File: src/rtl/uart_tx_fifo_if.sv
// Producer-side push handshake for uart_tx_fifo: start/data in, ready (FIFO not full) out.
interface uart_tx_fifo_if #(
    parameter int DATA_BITS = 8
);
    logic                 start;
    logic [DATA_BITS-1:0] arg_send_byte;
    logic                 ready;

    modport master (output start, output arg_send_byte, input ready);
    modport slave  (input start, input arg_send_byte, output ready);
endinterface

File: src/rtl/uart_tx_fifo.sv
// UART transmitter fed by a small FIFO; queued frames leave back-to-back with no idle gap.
// Define UART_TX_PARITY_EN to add a parity bit (even, or odd when PARITY_ODD=1).
//
// state    | meaning
// ---------+--------------------------------------------------------------
// S_IDLE   | line high, waiting for a FIFO entry
// S_START  | start bit (low)
// S_DATA   | data bits, LSB first
// S_PARITY | parity bit (only with UART_TX_PARITY_EN)
// S_STOP   | stop bit(s) high; last cycle pulses finish and may pop the next
module uart_tx_fifo #(
    parameter int CLKS_PER_BIT = 434,
    parameter int DATA_BITS    = 8,
    parameter int STOP_BITS    = 1,
    parameter int FIFO_DEPTH   = 4,
    parameter int PARITY_ODD   = 0
) (
    input  logic                        clk,
    input  logic                        reset,
    uart_tx_fifo_if.slave               tx,
    output logic [$clog2(FIFO_DEPTH):0] fifo_count,
    output logic                        busy,
    output logic                        finish,
    output logic                        UART_TXD
);
    localparam int PW = $clog2(FIFO_DEPTH);
    localparam int CW = PW + 1;
    localparam int BW = $clog2(CLKS_PER_BIT);
    localparam logic [BW-1:0] BIT_LAST  = BW'(CLKS_PER_BIT - 1);
    localparam logic [3:0]    DATA_LAST = 4'(DATA_BITS - 1);
    localparam logic [3:0]    STOP_LAST = 4'(STOP_BITS - 1);
    localparam logic [CW-1:0] FULL      = CW'(FIFO_DEPTH);

    typedef enum logic [2:0] {
        S_IDLE,
        S_START,
        S_DATA,
`ifdef UART_TX_PARITY_EN
        S_PARITY,
`endif
        S_STOP
    } state_t;

    logic [DATA_BITS-1:0] mem_q [FIFO_DEPTH];
    logic [PW-1:0]        wr_ptr_q, wr_ptr_d;
    logic [PW-1:0]        rd_ptr_q, rd_ptr_d;
    logic [CW-1:0]        count_q, count_d;

    state_t               state_q;
    logic [BW-1:0]        bit_cnt_q;
    logic [3:0]           dat_cnt_q;
    logic [DATA_BITS-1:0] shift_q;
    logic                 txd_q;
    logic                 busy_q;
    logic                 finish_q;
`ifdef UART_TX_PARITY_EN
    logic                 par_q;
`endif

    logic                 push;
    logic                 pop;
    logic                 bit_end;
    logic [DATA_BITS-1:0] head;

    assign tx.ready = (count_q != FULL);
    assign push     = tx.start && tx.ready;
    assign bit_end  = (bit_cnt_q == BIT_LAST);
    assign head     = mem_q[rd_ptr_q];
    // The next frame is popped either from idle or on the last stop-bit cycle.
    assign pop      = (count_q != '0) &&
                      ((state_q == S_IDLE) ||
                       ((state_q == S_STOP) && bit_end && (dat_cnt_q == STOP_LAST)));

    always_comb begin
        wr_ptr_d = wr_ptr_q + PW'(push);
        rd_ptr_d = rd_ptr_q + PW'(pop);
        count_d  = count_q + CW'(push) - CW'(pop);
    end

    always_ff @(posedge clk or posedge reset) begin
        if (reset) begin
            mem_q    <= '{default: '0};
            wr_ptr_q <= '0;
            rd_ptr_q <= '0;
            count_q  <= '0;
        end else begin
            if (push) begin
                mem_q[wr_ptr_q] <= tx.arg_send_byte;
            end
            wr_ptr_q <= wr_ptr_d;
            rd_ptr_q <= rd_ptr_d;
            count_q  <= count_d;
        end
    end

    always_ff @(posedge clk or posedge reset) begin
        if (reset) begin
            state_q   <= S_IDLE;
            bit_cnt_q <= '0;
            dat_cnt_q <= '0;
            shift_q   <= '0;
            txd_q     <= 1'b1;
            busy_q    <= 1'b0;
            finish_q  <= 1'b0;
`ifdef UART_TX_PARITY_EN
            par_q     <= 1'b0;
`endif
        end else begin
            finish_q <= 1'b0;
            case (state_q)
                S_IDLE: begin
                    if (pop) begin
                        shift_q   <= head;
`ifdef UART_TX_PARITY_EN
                        par_q     <= (^head) ^ 1'(PARITY_ODD);
`endif
                        state_q   <= S_START;
                        txd_q     <= 1'b0;
                        busy_q    <= 1'b1;
                        bit_cnt_q <= '0;
                        dat_cnt_q <= '0;
                    end
                end
                S_START: begin
                    if (bit_end) begin
                        bit_cnt_q <= '0;
                        dat_cnt_q <= '0;
                        state_q   <= S_DATA;
                        txd_q     <= shift_q[0];
                    end else begin
                        bit_cnt_q <= bit_cnt_q + BW'(1);
                    end
                end
                S_DATA: begin
                    if (bit_end) begin
                        bit_cnt_q <= '0;
                        if (dat_cnt_q == DATA_LAST) begin
                            dat_cnt_q <= '0;
`ifdef UART_TX_PARITY_EN
                            state_q   <= S_PARITY;
                            txd_q     <= par_q;
`else
                            state_q   <= S_STOP;
                            txd_q     <= 1'b1;
`endif
                        end else begin
                            dat_cnt_q <= dat_cnt_q + 4'd1;
                            shift_q   <= shift_q >> 1;
                            txd_q     <= shift_q[1];
                        end
                    end else begin
                        bit_cnt_q <= bit_cnt_q + BW'(1);
                    end
                end
`ifdef UART_TX_PARITY_EN
                S_PARITY: begin
                    if (bit_end) begin
                        bit_cnt_q <= '0;
                        dat_cnt_q <= '0;
                        state_q   <= S_STOP;
                        txd_q     <= 1'b1;
                    end else begin
                        bit_cnt_q <= bit_cnt_q + BW'(1);
                    end
                end
`endif
                S_STOP: begin
                    if (bit_end) begin
                        bit_cnt_q <= '0;
                        if (dat_cnt_q == STOP_LAST) begin
                            finish_q  <= 1'b1;
                            dat_cnt_q <= '0;
                            if (pop) begin
                                shift_q <= head;
`ifdef UART_TX_PARITY_EN
                                par_q   <= (^head) ^ 1'(PARITY_ODD);
`endif
                                state_q <= S_START;
                                txd_q   <= 1'b0;
                            end else begin
                                state_q <= S_IDLE;
                                busy_q  <= 1'b0;
                            end
                        end else begin
                            dat_cnt_q <= dat_cnt_q + 4'd1;
                        end
                    end else begin
                        bit_cnt_q <= bit_cnt_q + BW'(1);
                    end
                end
                default: begin
                    state_q <= S_IDLE;
                    txd_q   <= 1'b1;
                    busy_q  <= 1'b0;
                end
            endcase
        end
    end

    assign fifo_count = count_q;
    assign busy       = busy_q;
    assign finish     = finish_q;
    assign UART_TXD   = txd_q;
endmodule
File: src/flat_wrapper.sv
// flat-port wrapper written by rule: the top's interface ports become plain ports
module uart_tx_fifo_flat 
#(
    parameter int CLKS_PER_BIT = 434,
    parameter int DATA_BITS    = 8,
    parameter int STOP_BITS    = 1,
    parameter int FIFO_DEPTH   = 4,
    parameter int PARITY_ODD   = 0
)
  (clk, reset, fifo_count, busy, finish, UART_TXD, tx_start, tx_arg_send_byte, tx_ready);
  uart_tx_fifo_if #(.DATA_BITS(DATA_BITS)) tx_i ();
  input  logic clk;
  input  logic reset;
  output logic [$clog2(FIFO_DEPTH):0] fifo_count;
  output logic busy;
  output logic finish;
  output logic UART_TXD;
  input wire logic [$bits(tx_i.start)-1:0] tx_start;
  input wire logic [$bits(tx_i.arg_send_byte)-1:0] tx_arg_send_byte;
  output wire logic [$bits(tx_i.ready)-1:0] tx_ready;
  assign tx_i.start = tx_start;
  assign tx_i.arg_send_byte = tx_arg_send_byte;
  assign tx_ready = tx_i.ready;
  uart_tx_fifo #(.CLKS_PER_BIT(CLKS_PER_BIT), .DATA_BITS(DATA_BITS), .STOP_BITS(STOP_BITS), .FIFO_DEPTH(FIFO_DEPTH), .PARITY_ODD(PARITY_ODD)) u_core (.clk(clk), .reset(reset), .tx(tx_i), .fifo_count(fifo_count), .busy(busy), .finish(finish), .UART_TXD(UART_TXD));
endmodule
File: config.mk
export PLATFORM = sky130hd
export DESIGN_NAME = uart_tx_fifo_flat
export DESIGN_NICKNAME = d
export VERILOG_FILES = /design/src/rtl/uart_tx_fifo_if.sv /design/src/rtl/uart_tx_fifo.sv /design/src/flat_wrapper.sv
export SDC_FILE = /design/constraint.sdc
export NUM_CORES = 1
export LEC_CHECK = 0
export BUFFER_PORTS_ARGS = -buffer_cell sky130_fd_sc_hd__buf_2
export CORE_MARGIN = 4
export CORE_UTILIZATION = 57
export DETAILED_ROUTE_END_ITERATION = 8
export GPL_TIMING_DRIVEN = 1
export PLACE_DENSITY_LB_ADDON = 0.05
export SLEW_MARGIN = 10
export SYNTH_ARGS = -nofsm -noshare
export SYNTH_HDL_FRONTEND = slang
export SYNTH_SLANG_ARGS = --single-unit
File: constraint.sdc
create_clock -name clk -period 3.09 [get_ports clk]
set_clock_uncertainty 0.15 [all_clocks]
set_input_delay 0.1545 -clock clk [delete_from_list [all_inputs] [get_ports clk]]
set_output_delay 0.1545 -clock clk [all_outputs]
set_load 0.005 [all_outputs]
==> flow_summary_export.csv <==
group,metric,value,unit
yosys,yosysSeqAreaShare,48.29,%
floorplanning,rows,27,
global_routing,grt_max_degree,45,
yosys,yosysWarnings,0,
cells_and_area,fillers,426,
yosys,syn_area,0.003371,sq mm
global_routing,gr-total-overflow,0,
global_routing,grt_pass1_vias,2384,
sta,setup_viol,0,
yosys,synthTopCellsByCount,"dfrtp_1, mux2_2, o21ai_0",
routing,firstDrtPassIters,4,
yosys,synth_cell_type_count,56,
floorplanning,core,0.005608,sq mm
worst_setup_path,arrival,3030,ps
routing,drt_iter0_drc,156,
yosys,synth_flop_cell,"dfrtp_1",
clocking,cts-buffers-inserted,9,
sta,final.period_utilization,94.45,%
floorplanning,die_x,84.90,um
global_routing,grt_usage,20.04,%
routing,viasPerCell,5.870,
worst_setup_path,end_kind,"flop",
worst_setup_path,worstPathMaxFanout,5,
floorplanning,ioPinCount,18,
cells_and_area,fin_nets,340,
placement,dp_hpwl,4376,um
worst_setup_path,crit_buf_inv,3,
power_and_ir_drop,power,4176,uW
routing,vias,2301,
cells_and_area,diodes,0,
status,status,"finished, final reports clean",
routing,routed_wl,6259,um
yosys,synth_top_area_share,47.51,%
worst_setup_path,worstPathCellList,"inv_1, ha_1, nor4bb_2, and3_2, o21a_1, ha_1, inv_1, ha_1, inv_1, fa_1, xnor2_1, xnor2_1",
yosys,synth_fp_nets,308,
yosys,synth_edf_count,0,
power_and_ir_drop,leakagePower,0.001710,uW
sta,tightest_slew,910.8,ps
cells_and_area,syn2layout_area_growth,14.66,%
routing,wire_per_inst,15.97,um
worst_hold_path,hold_path.class,"input pin to flop",
sta,hold_viol,0,
floorplanning,die_area,0.007208,sq mm
sta,relSlewSlack,39.19,%
yosys,synth_cells,283,
clocking,clock_latency,340,ps
sta,final.setup.tns,0,ps
cells_and_area,drive_gt1_share,29.38,%
yosys,syn_area_per_cell,11.91,sq um
placement,gp_congestion,0.7966,
sta,post-route-min-period,2919,ps
clocking,cts_buffer_depth,2,
worst_setup_path,critPathTopFamily,"adder cells",
clocking,clkTransAtPathRegs,70,ps
floorplanning,initial_core_util,60.11,%
sta,fmax,342.6,MHz
yosys,synth-seq-cells,65,
floorplanning,die_h,84.90,um
global_routing,grt_antenna_before_repair,0,
routing,drtAntennaViolNets,0,
job,maxCapViolations,0,
clocking,cts.sinks,65,
placement,dpl-instance-area,0.003541,sq mm
clocking,root_buffer,"clkbuf_8",
routing,drcViolationCount,0,
placement,port_buffers,17,
yosys,synth_area_leaders,"dfrtp_1, mux2_2, mux4_2, ha_1, o221a_1",
power_and_ir_drop,power_density,1081,mW/mm^2
worst_setup_path,critical-path-max-stage-delay,420,ps
yosys,synth_most_common_cell,"dfrtp_1",
yosys,async_flop_share,100.0,%
worst_setup_path,critPathKind,"flop to flop",
clocking,postCtsSetupRepairBufs,0,
worst_setup_path,startpoint_type,"flop",
sta,report.final.slew_viol_count,0,
global_routing,grt_pass1_wl,11430,um
worst_setup_path,crit_slowest_cell,"dfrtp_1",
worst_setup_path,worstPathRequired,3200,ps
power_and_ir_drop,ir_worst_vdd,631.2,uV
clocking,cts_max_level,3,
clocking,cts_tree,"yes",
cells_and_area,final_area,0.003865,sq mm
yosys,yosys.area.top_type,"dfrtp_1",
-- through the flow --
step	worst slack, ps	cells	util, %	hold slack [ps]
after floorplan	398.4	283	-	155.1
after global placement	275.7	367	63.14	261.2
after detailed placement	184.1	367	63.14	267.9
after CTS	164.7	392	68.81	125.0
after global routing	-10.86	392	68.92	146.1
final	171.4	392	68.92	141.5
-- cell usage in the layout, fill, tap and decap left out, drive strengths merged, types with 3 or more instances in the layout --
master       Yosys  layout
a21o             3       3
a21oi            9       9
a22oi            3       3
a31oi            4       4
and2             3       3
and3             4       4
buf              2      23
clkbuf           9      10
dfrtp           64      64
dlygate4sd3      0       9
ha              13      13
inv             13      14
mux2            34      34
mux4             8       8
nand2           14      14
nand2b           9       9
nand3            6       6
nand3b           4       4
nor2            11      11
nor3             7       7
nor3b            4       4
o21ai           16      16
o221a            7       7
o22ai            4       4
-- power by group --
part	switching, uW	leakage [uW]	total, uW	internal [uW]
clock	338	0.000113	817	479
sequential	332	0.000782	1590	1260
combinational	789	0.000816	1770	983
-- area by class of cell --
type                            instances  area [sq um]  area share, %
Clock buffer                           10         137.6          3.561
Clock inverter                          6         90.09          2.331
Inverter                               13         48.80          1.263
Multi-Input combinational cell        194          1650          42.70
Sequential cell                        65          1628          42.12
Tap cell                               72         90.09          2.331
Timing Repair Buffer                   32         220.2          5.698
-- sequential cells by signal, indices dropped and copies added (netlist names) --
register / count
u_core.bit_cnt_q: 9
u_core.mem_q: 32
u_core.wr_ptr_q: 2
u_core.finish: 1
u_core.shift_q: 8
u_core.rd_ptr_q: 2
u_core.fifo_count: 3
u_core.state_q: 2
u_core.busy: 1
u_core.UART_TXD: 1
u_core.dat_cnt_q: 4
-- logic make-up (layout without fill, tap and decap cells) --
| kind of cell | count (synthesis) | count (layout) | share of synthesized area, % |
|---|---|---|---|
| compound gates | 58 | 58 | 11.95 |
| xor+xnor | 4 | 4 | 1.040 |
| fa+ha+maj | 14 | 14 | 5.420 |
| buf+inv | 24 | 61 | 2.932 |
| flops | 65 | 65 | 48.29 |
| mux | 44 | 44 | 17.30 |
| simple gates | 74 | 74 | 13.07 |
-- worst paths after layout --
kind,from,cells past startpoint,end,slack (ps)
worst min-delay path,tx_start,3,u_core.wr_ptr_q[0],140
worst min register to register,u_core.mem_q[0],1,u_core.mem_q[0],350
worst max register to register,u_core.dat_cnt_q[0],12,u_core.fifo_count[2],170
worst max-delay path,u_core.dat_cnt_q[0],12,u_core.fifo_count[2],170
min in group asynchronous,reset,3,u_core.wr_ptr_q[0],410
max in group asynchronous,reset,4,u_core.mem_q[26],1660
-- worst register-to-register path, delay by kind of cell, from the launching register on --
kind                     cells  cell delay [ps]
buffers and inverters        3              170
XOR/XNOR                     2              350
flip-flops                   1              420
adder cells (fa/ha/maj)      4              970
AO/OA/AOI/OAI                1              200
AND/OR/NAND/NOR              2              570
-- per-layer routing --
metal / wire length, um / track usage, % / vias up
li1: - / - / 1111
met1: 2980 / 26.83 / 1141
met2: 2970 / 31.89 / 38
met3: 174 / 3.398 / 11
met4: 134 / 9.496 / 0
met5: 0 / 0 / -
-- what timing repair did --
item | in CTS | in global routing
endpoints found under the hold margin | 73 | 0
setup endpoints to repair | 0 | 1
hold buffers | 9 | 0
resized for setup | 0 | 1
Power figures use the tool's default switching activity.
